==> config.mk <==
export PLATFORM = sky130hd
export DESIGN_NAME = next_pc_unit
export DESIGN_NICKNAME = d
export VERILOG_FILES = /design/src/rtl/next_pc_unit.sv
export SDC_FILE = /design/constraint.sdc
export NUM_CORES = 1
export LEC_CHECK = 0
export CORE_MARGIN = 5
export CORE_UTILIZATION = 30
export DETAILED_ROUTE_END_ITERATION = 16
export PLACE_DENSITY = 0.52
export SLEW_MARGIN = 30
export SYNTH_ARGS = -nofsm -noshare
export SYNTH_HDL_FRONTEND = slang
export SYNTH_SLANG_ARGS = --single-unit
==> constraint.sdc <==
create_clock -name clk -period 4.9 [get_ports clk]
set_clock_uncertainty 0.05 [all_clocks]
set_input_delay 0.98 -clock clk [delete_from_list [all_inputs] [get_ports clk]]
set_output_delay 0.98 -clock clk [all_outputs]
set_load 0.01 [all_outputs]
==> src/rtl/next_pc_unit.sv <==
// next_pc_unit: registered fetch-stage PC with sequential, branch, jump,
// register-indirect and return-address-stack target selection, plus stall
// and sticky halt control.
module next_pc_unit #(
   parameter int unsigned     W         = 16,
   parameter int unsigned     DISPW     = 11,
   parameter int unsigned     INC       = 2,
   parameter int unsigned     RAS_DEPTH = 4,
   parameter logic [W-1:0]    RESET_PC  = '0
) (
   input  logic             clk,
   input  logic             rst,
   input  logic             stall,
   input  logic             halt,
   input  logic             taken,
   input  logic             jump,
   input  logic             jump_type,
   input  logic             link,
   input  logic             ret,
   input  logic [DISPW-1:0] disp,
   input  logic [W-1:0]     sign_ext,
   input  logic [W-1:0]     reg_target,
   output logic [W-1:0]     pc,
   output logic [W-1:0]     pc_inc,
   output logic             ras_empty,
   output logic             ras_full,
   output logic             ras_mismatch,
   output logic             halted
);

   localparam int unsigned PW = $clog2(RAS_DEPTH);
   localparam int unsigned CW = PW + 1;

   logic [W-1:0]        pc_q, pc_d;
   logic                halted_q, halted_d;
   logic                mism_q, mism_d;
   logic [PW-1:0]       top_q, top_d;
   logic [CW-1:0]       cnt_q, cnt_d;
   logic [W-1:0]        ras_q [RAS_DEPTH];

   logic [W-1:0]        inc_w;
   logic signed [W-1:0] disp_sx;
   logic [W-1:0]        rel_tgt;
   logic [W-1:0]        br_tgt;
   logic [W-1:0]        ras_top;
   logic [W-1:0]        tgt;
   logic                empty_w, full_w;
   logic                upd, do_pop, do_push;
   logic                ras_we;
   logic [PW-1:0]       ras_waddr;

   assign inc_w   = pc_q + W'(INC);
   assign disp_sx = {{(W-DISPW){disp[DISPW-1]}}, disp};
   assign rel_tgt = inc_w + disp_sx;
   assign br_tgt  = inc_w + sign_ext;
   assign ras_top = ras_q[top_q];
   assign empty_w = (cnt_q == '0);
   assign full_w  = (cnt_q == CW'(RAS_DEPTH));

   // A halt request freezes the PC on the same edge, so it is not an updating cycle.
   assign upd     = !stall && !halted_q && !halt;
   assign do_pop  = upd && jump && !jump_type && ret && !empty_w;
   assign do_push = upd && jump && link;

   // Simultaneous push/pop replaces the top entry in place; a lone push goes one slot above.
   assign ras_we    = do_push;
   assign ras_waddr = do_pop ? top_q : top_q + PW'(1);

   // Target priority: relative jump, RAS return, indirect jump, taken branch, sequential.
   always_comb begin
      tgt = inc_w;
      if (jump) begin
         if (jump_type)   tgt = rel_tgt;
         else if (do_pop) tgt = ras_top;
         else             tgt = reg_target;
      end else if (taken) begin
         tgt = br_tgt;
      end
   end

   // Next-state for PC, halt flag, mismatch pulse and RAS bookkeeping.
   always_comb begin
      pc_d     = pc_q;
      halted_d = halted_q;
      top_d    = top_q;
      cnt_d    = cnt_q;
      mism_d   = do_pop && (ras_top != reg_target);
      if (upd) pc_d = tgt;
      if (!stall && !halted_q && halt) halted_d = 1'b1;
      if (do_push && !do_pop) begin
         top_d = top_q + PW'(1);
         if (!full_w) cnt_d = cnt_q + CW'(1);
      end else if (do_pop && !do_push) begin
         top_d = top_q - PW'(1);
         cnt_d = cnt_q - CW'(1);
      end
   end

   // Control state registers with asynchronous reset.
   always_ff @(posedge clk or posedge rst) begin
      if (rst) begin
         pc_q     <= RESET_PC;
         halted_q <= 1'b0;
         mism_q   <= 1'b0;
         top_q    <= '0;
         cnt_q    <= '0;
      end else begin
         pc_q     <= pc_d;
         halted_q <= halted_d;
         mism_q   <= mism_d;
         top_q    <= top_d;
         cnt_q    <= cnt_d;
      end
   end

   // Return-address storage; contents are meaningless until pushed, so no reset.
   always_ff @(posedge clk) begin
      if (ras_we) ras_q[ras_waddr] <= inc_w;
   end

   assign pc           = pc_q;
   assign pc_inc       = inc_w;
   assign ras_empty    = empty_w;
   assign ras_full     = full_w;
   assign ras_mismatch = mism_q;
   assign halted       = halted_q;

endmodule
### After elaboration in Yosys (flattened, before gate mapping)

Memory sizes are Yosys's and may differ from the RTL's.
Index checks and enable logic that the tools add are counted.

* bits in registers: 23
* bits in writable memories: 64
* bits of input ports: 52
* memories: 1

* muxes and demuxes: 12
* eq/ne operators: 3
* add/subtract/negate cells: 7
* reduce and logical (&&, ||, !) cells: 21

Memories
* ras_q: depth 4, bits a word 16, read ports 1, clocked after Yosys merged registers in 0, wr ports 1, line 39 `logic [W-1:0] ras_q [RAS_DEPTH];`

Operators with widths (number)
* $mux W16: 4
* $add A16 B16 Y16: 2
* $add A16 B2 Y16 const B: 1
* $ne A16 B16 Y1: 1
* $logic_and A1 B1 Y1: 11
* $mux W3: 3
* $logic_not A1 Y1: 7
* $mux W2: 3
* $add A3 B1 Y3 const B: 1
* $eq A3 B3 Y1 const B: 1
* $logic_not A3 Y1: 1
* $sub A3 B1 Y3 const B: 1
* $add A2 B1 Y2 const B: 1
* $mux W1: 2
* $ne A2 B2 Y1 const B: 1
* $reduce_and A2 Y1: 1
* $reduce_bool A2 Y1: 1
* $sub A2 B1 Y2 const B: 1

### Depth between registers and ports, before layout

* depth after elaboration: 11
* depth in mapped cells: 14
* depth with buffers taken out: 13

### Worst setup path after synthesis

No wires, ideal clock.

* path type: input-to-reg
* from: input stall
* to: memory ras_q[0][0] (enable)
* required time: 4.456 ns
* stages on the path: 7
* arrival time: 3.084 ns
* slack: 1.372 ns
* path buffers: 1
* library setup time: 0.394 ns
* cells stage by stage: or3_1 > nor2_1 > and2_1 > buf_4 > inv_1 > or3_1 > a21oi_1

* longest elaborated chain between the ends: 8

Ends and longest elaborated chain
* from (decl): line 13 `input logic stall,`
* $logic_not A1 Y1 (*): line 61 `assign upd = !stall && !halted_q && !halt;`
* $logic_and A1 B1 Y1 (*) (2 in a row): line 61
* $logic_and A1 B1 Y1 (*): line 62, 63
* $logic_and A1 B1 Y1 (3 in a row): line 62 `assign do_pop = upd && jump && !jump_type && ret && !empty_w;`
* $mux W2: line 67 `assign ras_waddr = do_pop ? top_q : top_q + PW'(1);`
* to (decl): line 39

Every way passes the cells marked *; elsewhere a longest branch is shown, timed or not.

### Worst setup path in the final report

* from: register pc_q[3] (netlist: pc[3])
* to: output pc_inc[12]

* longest elaborated chain between the ends: 1

Ends and longest elaborated chain
* from (decl): line 34 `logic [W-1:0] pc_q, pc_d;`
* from (signal assigned): line 108 `pc_q <= pc_d;`
* $add A16 B2 Y16: line 52 `assign inc_w = pc_q + W'(INC);`
* to (decl): line 24 `output logic [W-1:0] pc_inc,`

No other way between the ends.

==> summary.md <==
| Metric | Value |
|---|---|
| Crit-path most repeated cell | nand4_1 |
| Ys Warns | 0 |
| Netlist Area Pre-Place | 5900 um^2 |
| Crit path buffers/inverters | 1 |
| Site Rows | 51 |
| Layout Cells excl Fill | a little over 900 |
| RSZ-0062 raised after global routing | no |
| Post-Synthesis Mean Instance Area | 10.9 um^2 |
| Die X | 150 um |
| Library cells used by synthesis | 65 |
| Status | finished clean |
| Clk Latency, worst-skew pair | ~0.34 ns |
| Clk slew on worst S/H paths | 0.06 ns |
| Number of global-route vias before repair | 4,790 |
| Fraction of registers with async set or reset after synthesis | 26.4% |
| Io pins | 88 |
| Die Footprint | approximately 23,000 um^2 |
| Final net count | 731 |
| Syn-to-layout area delta | 26.4% |
| Top cell family by delay on the critical path | simple AND/OR/NAND/NOR gates |
| Worst-case clock buffer depth | 2 |
| Max-slew headroom | 35.3% |
| DR iter-0 viols | 417 |
| DR vias | ~4,700 |
| Drt wl/cell | roughly 20 um |
| GPL Wtd Cong | 0.844 |
| Antenna viol nets, final | 0 |
| # Post-CTS Setup Buffers | 0 |
| Worst path required time | 3.87 ns |
| Worst path arrival time | 3.31 ns |
| Die Y | 150 um |
| Placed cells | slightly below 900 |
| TNS Setup | 0 ns |
| Number of flops mapped to enable cells by yosys | 64 |
| Final Cell Area | 7460 um^2 |
| Mapped Nets | 636 |
| CP max-delay cell | xnor2_1 |
| Maximum vdd drop | 172 uV |
| Final HPWL from detailed placement | 13,800 um |
| Clk sinks | 87 |
| Lkg Pwr | approximately 2.7 nW |
| Setup crit end kind | primary output |
| WL final | about 18,000 um |
| Sequential share of the synthesized area | 42.3% |
| CP Max Fanout | 7 |
| Min-Delay Path Class | flop to flop |
| Critical Setup Path Class | flop to primary output |
| Cell Chain, Critical Path | and2_1 > nand4_1 > nor2_1 > nand4_1 > xnor2_1 > clkdlybuf4s50_1 |
| F_max | about 230 MHz |
| Crit path time final | approximately 4.3 ns |
| Share of layout cells above drive strength 1 | 9.97% |
| Commonest cells after routing, fill and taps aside | clkdlybuf4s50_1, edfxtp_1, nor2_1, xnor2_1, a21oi_1 |
| # port buffers | 87 |
| Largest net degree at the start of global routing | 24 |
| Htree depth | 3 |
| CTS tree | done |
| Initial antenna violation count | 0 |
| Main synth FF type | edfxtp_1 |
| Least-Margin Pin Slew | around 0.96 ns |
| Vias/cell | 5.21 |
| Post-route DRC violation count | 0 |
| Starting density of the core | roughly 30% |
| CP Launch Type | flop |
| Gr usage total | roughly 16% |
| Delay of the slowest cell on the worst path | 0.77 ns |
| First-pass GRT wire length | 27,400 um |
| Post-Place Cell Area | 7150 um^2 |
| Core ar. | 19,400 um^2 |
| Antenna fix cells | 0 |
| Commonest non-fill, non-tap cell in the layout | clkdlybuf4s50_1 |
| Seq cells post-synth | a little under 90 |
| Final setup viols | 0 |
| Post-Synthesis Cells | approximately 540 |
| Router iterations before antenna repair | 6 |
| Cts hold-fix bufs | 0 |
| Pwr per Cell Area | around 380 nW/um^2 |
| Cts repair resizes | 0 |
| Max-Cap Viols | 0 |
| GR Overflow Total | 0 |
| Num CTS Buffers | 9 |
| Final cycle utilization of the critical path | between 80% and 90% |
| Hold Fails Final Rpt | 0 |
| Fill cells | a little under 2,000 |
| Clock root cell | clkbuf_16 |
| Pins Over Slew Limit | 0 |
[worst paths after layout]
path	startpoint	end	slack, ns	depth (start not counted)
max reg2reg	pc[3]	pc[15]	0.80	13
min in group asynchronous	rst	cnt_q[1]	0.96	2
min	cnt_q[2]	cnt_q[2]	0.46	1
max in group asynchronous	rst	top_q[1]	3.44	2
max	pc[3]	pc_inc[12]	0.56	6
min reg2reg	cnt_q[2]	cnt_q[2]	0.46	1
[worst reg2reg max path, stage by stage, from the launching register on]
cell and delay [ns]:
dfrtp_1 0.52, and2_1 0.24, nand4_1 0.19, nor2_1 0.37
nand2_1 0.15, xnor2_1 0.60, ha_1 0.43, a21oi_1 0.38
o211ai_1 0.15, o21ai_0 0.15, nor2b_1 0.09, o31ai_1 0.30
mux2i_1 0.29, a211oi_2 0.05
[per-layer routing]
layer | global-route usage [%] | routed length, um | vias to the layer above
met2 | 26.1 | 8320 | 159
met1 | 22.0 | 8140 | 2290
met3 | 2.41 | 927 | 26
met4 | 5.22 | 325 | 0
met5 | 0 | 0 | -
li1 | - | - | 2254
[registers in the layout (all words and copies together), names as in the netlist]
| signal | count |
|---|---|
| cnt_q | 3 |
| halted | 1 |
| pc | 16 |
| ras_mismatch | 1 |
| ras_q | 64 |
| top_q | 2 |
[final cells by class]
| class | instances | area [um^2] | share of cell area, % |
|---|---|---|---|
| Clock buffer | 11 | 233 | 3.12 |
| Sequential cell | 87 | 2500 | 33.5 |
| Tap cell | 265 | 332 | 4.44 |
| Timing Repair Buffer | 104 | 998 | 13.4 |
| Multi-Input combinational cell | 419 | 3270 | 43.8 |
| Inverter | 16 | 60.1 | 0.805 |
| Clock inverter | 5 | 72.6 | 0.973 |
[metrics by stage]
| step | total power, W | hold WS [ns] | setup WS, ns | utilization, % |
|---|---|---|---|---|
| after floorplan | 0.00168 | 0.429 | 1.37 | - |
| after global routing | 0.00297 | 0.486 | 0.501 | 38.5 |
| after detailed placement | 0.00210 | 0.457 | 0.782 | 36.8 |
| final | 0.00280 | 0.464 | 0.556 | 38.5 |
| after CTS | 0.00282 | 0.465 | 0.620 | 38.4 |
| after global placement | 0.00209 | 0.446 | 0.854 | 36.8 |
[power by group]
part	switching, W	internal [W]
clock network	0.000268	0.000443
logic	0.000597	0.000537
registers	0.0000941	0.000860
[cell usage after synthesis (7+ instances only)]
| master | count | area (um^2) |
|---|---|---|
| a21o_1 | 9 | 67.6 |
| a21oi_1 | 40 | 200 |
| clkbuf_1 | 11 | 41.3 |
| dfrtp_1 | 23 | 576 |
| edfxtp_1 | 64 | 1920 |
| ha_1 | 39 | 488 |
| inv_1 | 15 | 56.3 |
| mux2i_1 | 17 | 170 |
| mux4_2 | 16 | 360 |
| nand2_1 | 36 | 135 |
| nand3_1 | 13 | 65.1 |
| nand4_1 | 13 | 81.3 |
| nor2_1 | 46 | 173 |
| nor2b_1 | 7 | 43.8 |
| nor3_1 | 11 | 55.1 |
| o21ai_0 | 22 | 110 |
| xnor2_1 | 45 | 394 |
| xor2_1 | 11 | 96.3 |
[cell families after synthesis]
group | Yosys count | share of synthesized area, %
buf+inv | 36 | 2.54
flops | 87 | 42.3
xor+xnor | 56 | 8.31
fa+ha+maj | 42 | 9.28
mux | 38 | 10.0
simple gates | 151 | 12.6
compound gates | 132 | 14.9
Note: power is estimated with default switching activity, not from simulation.
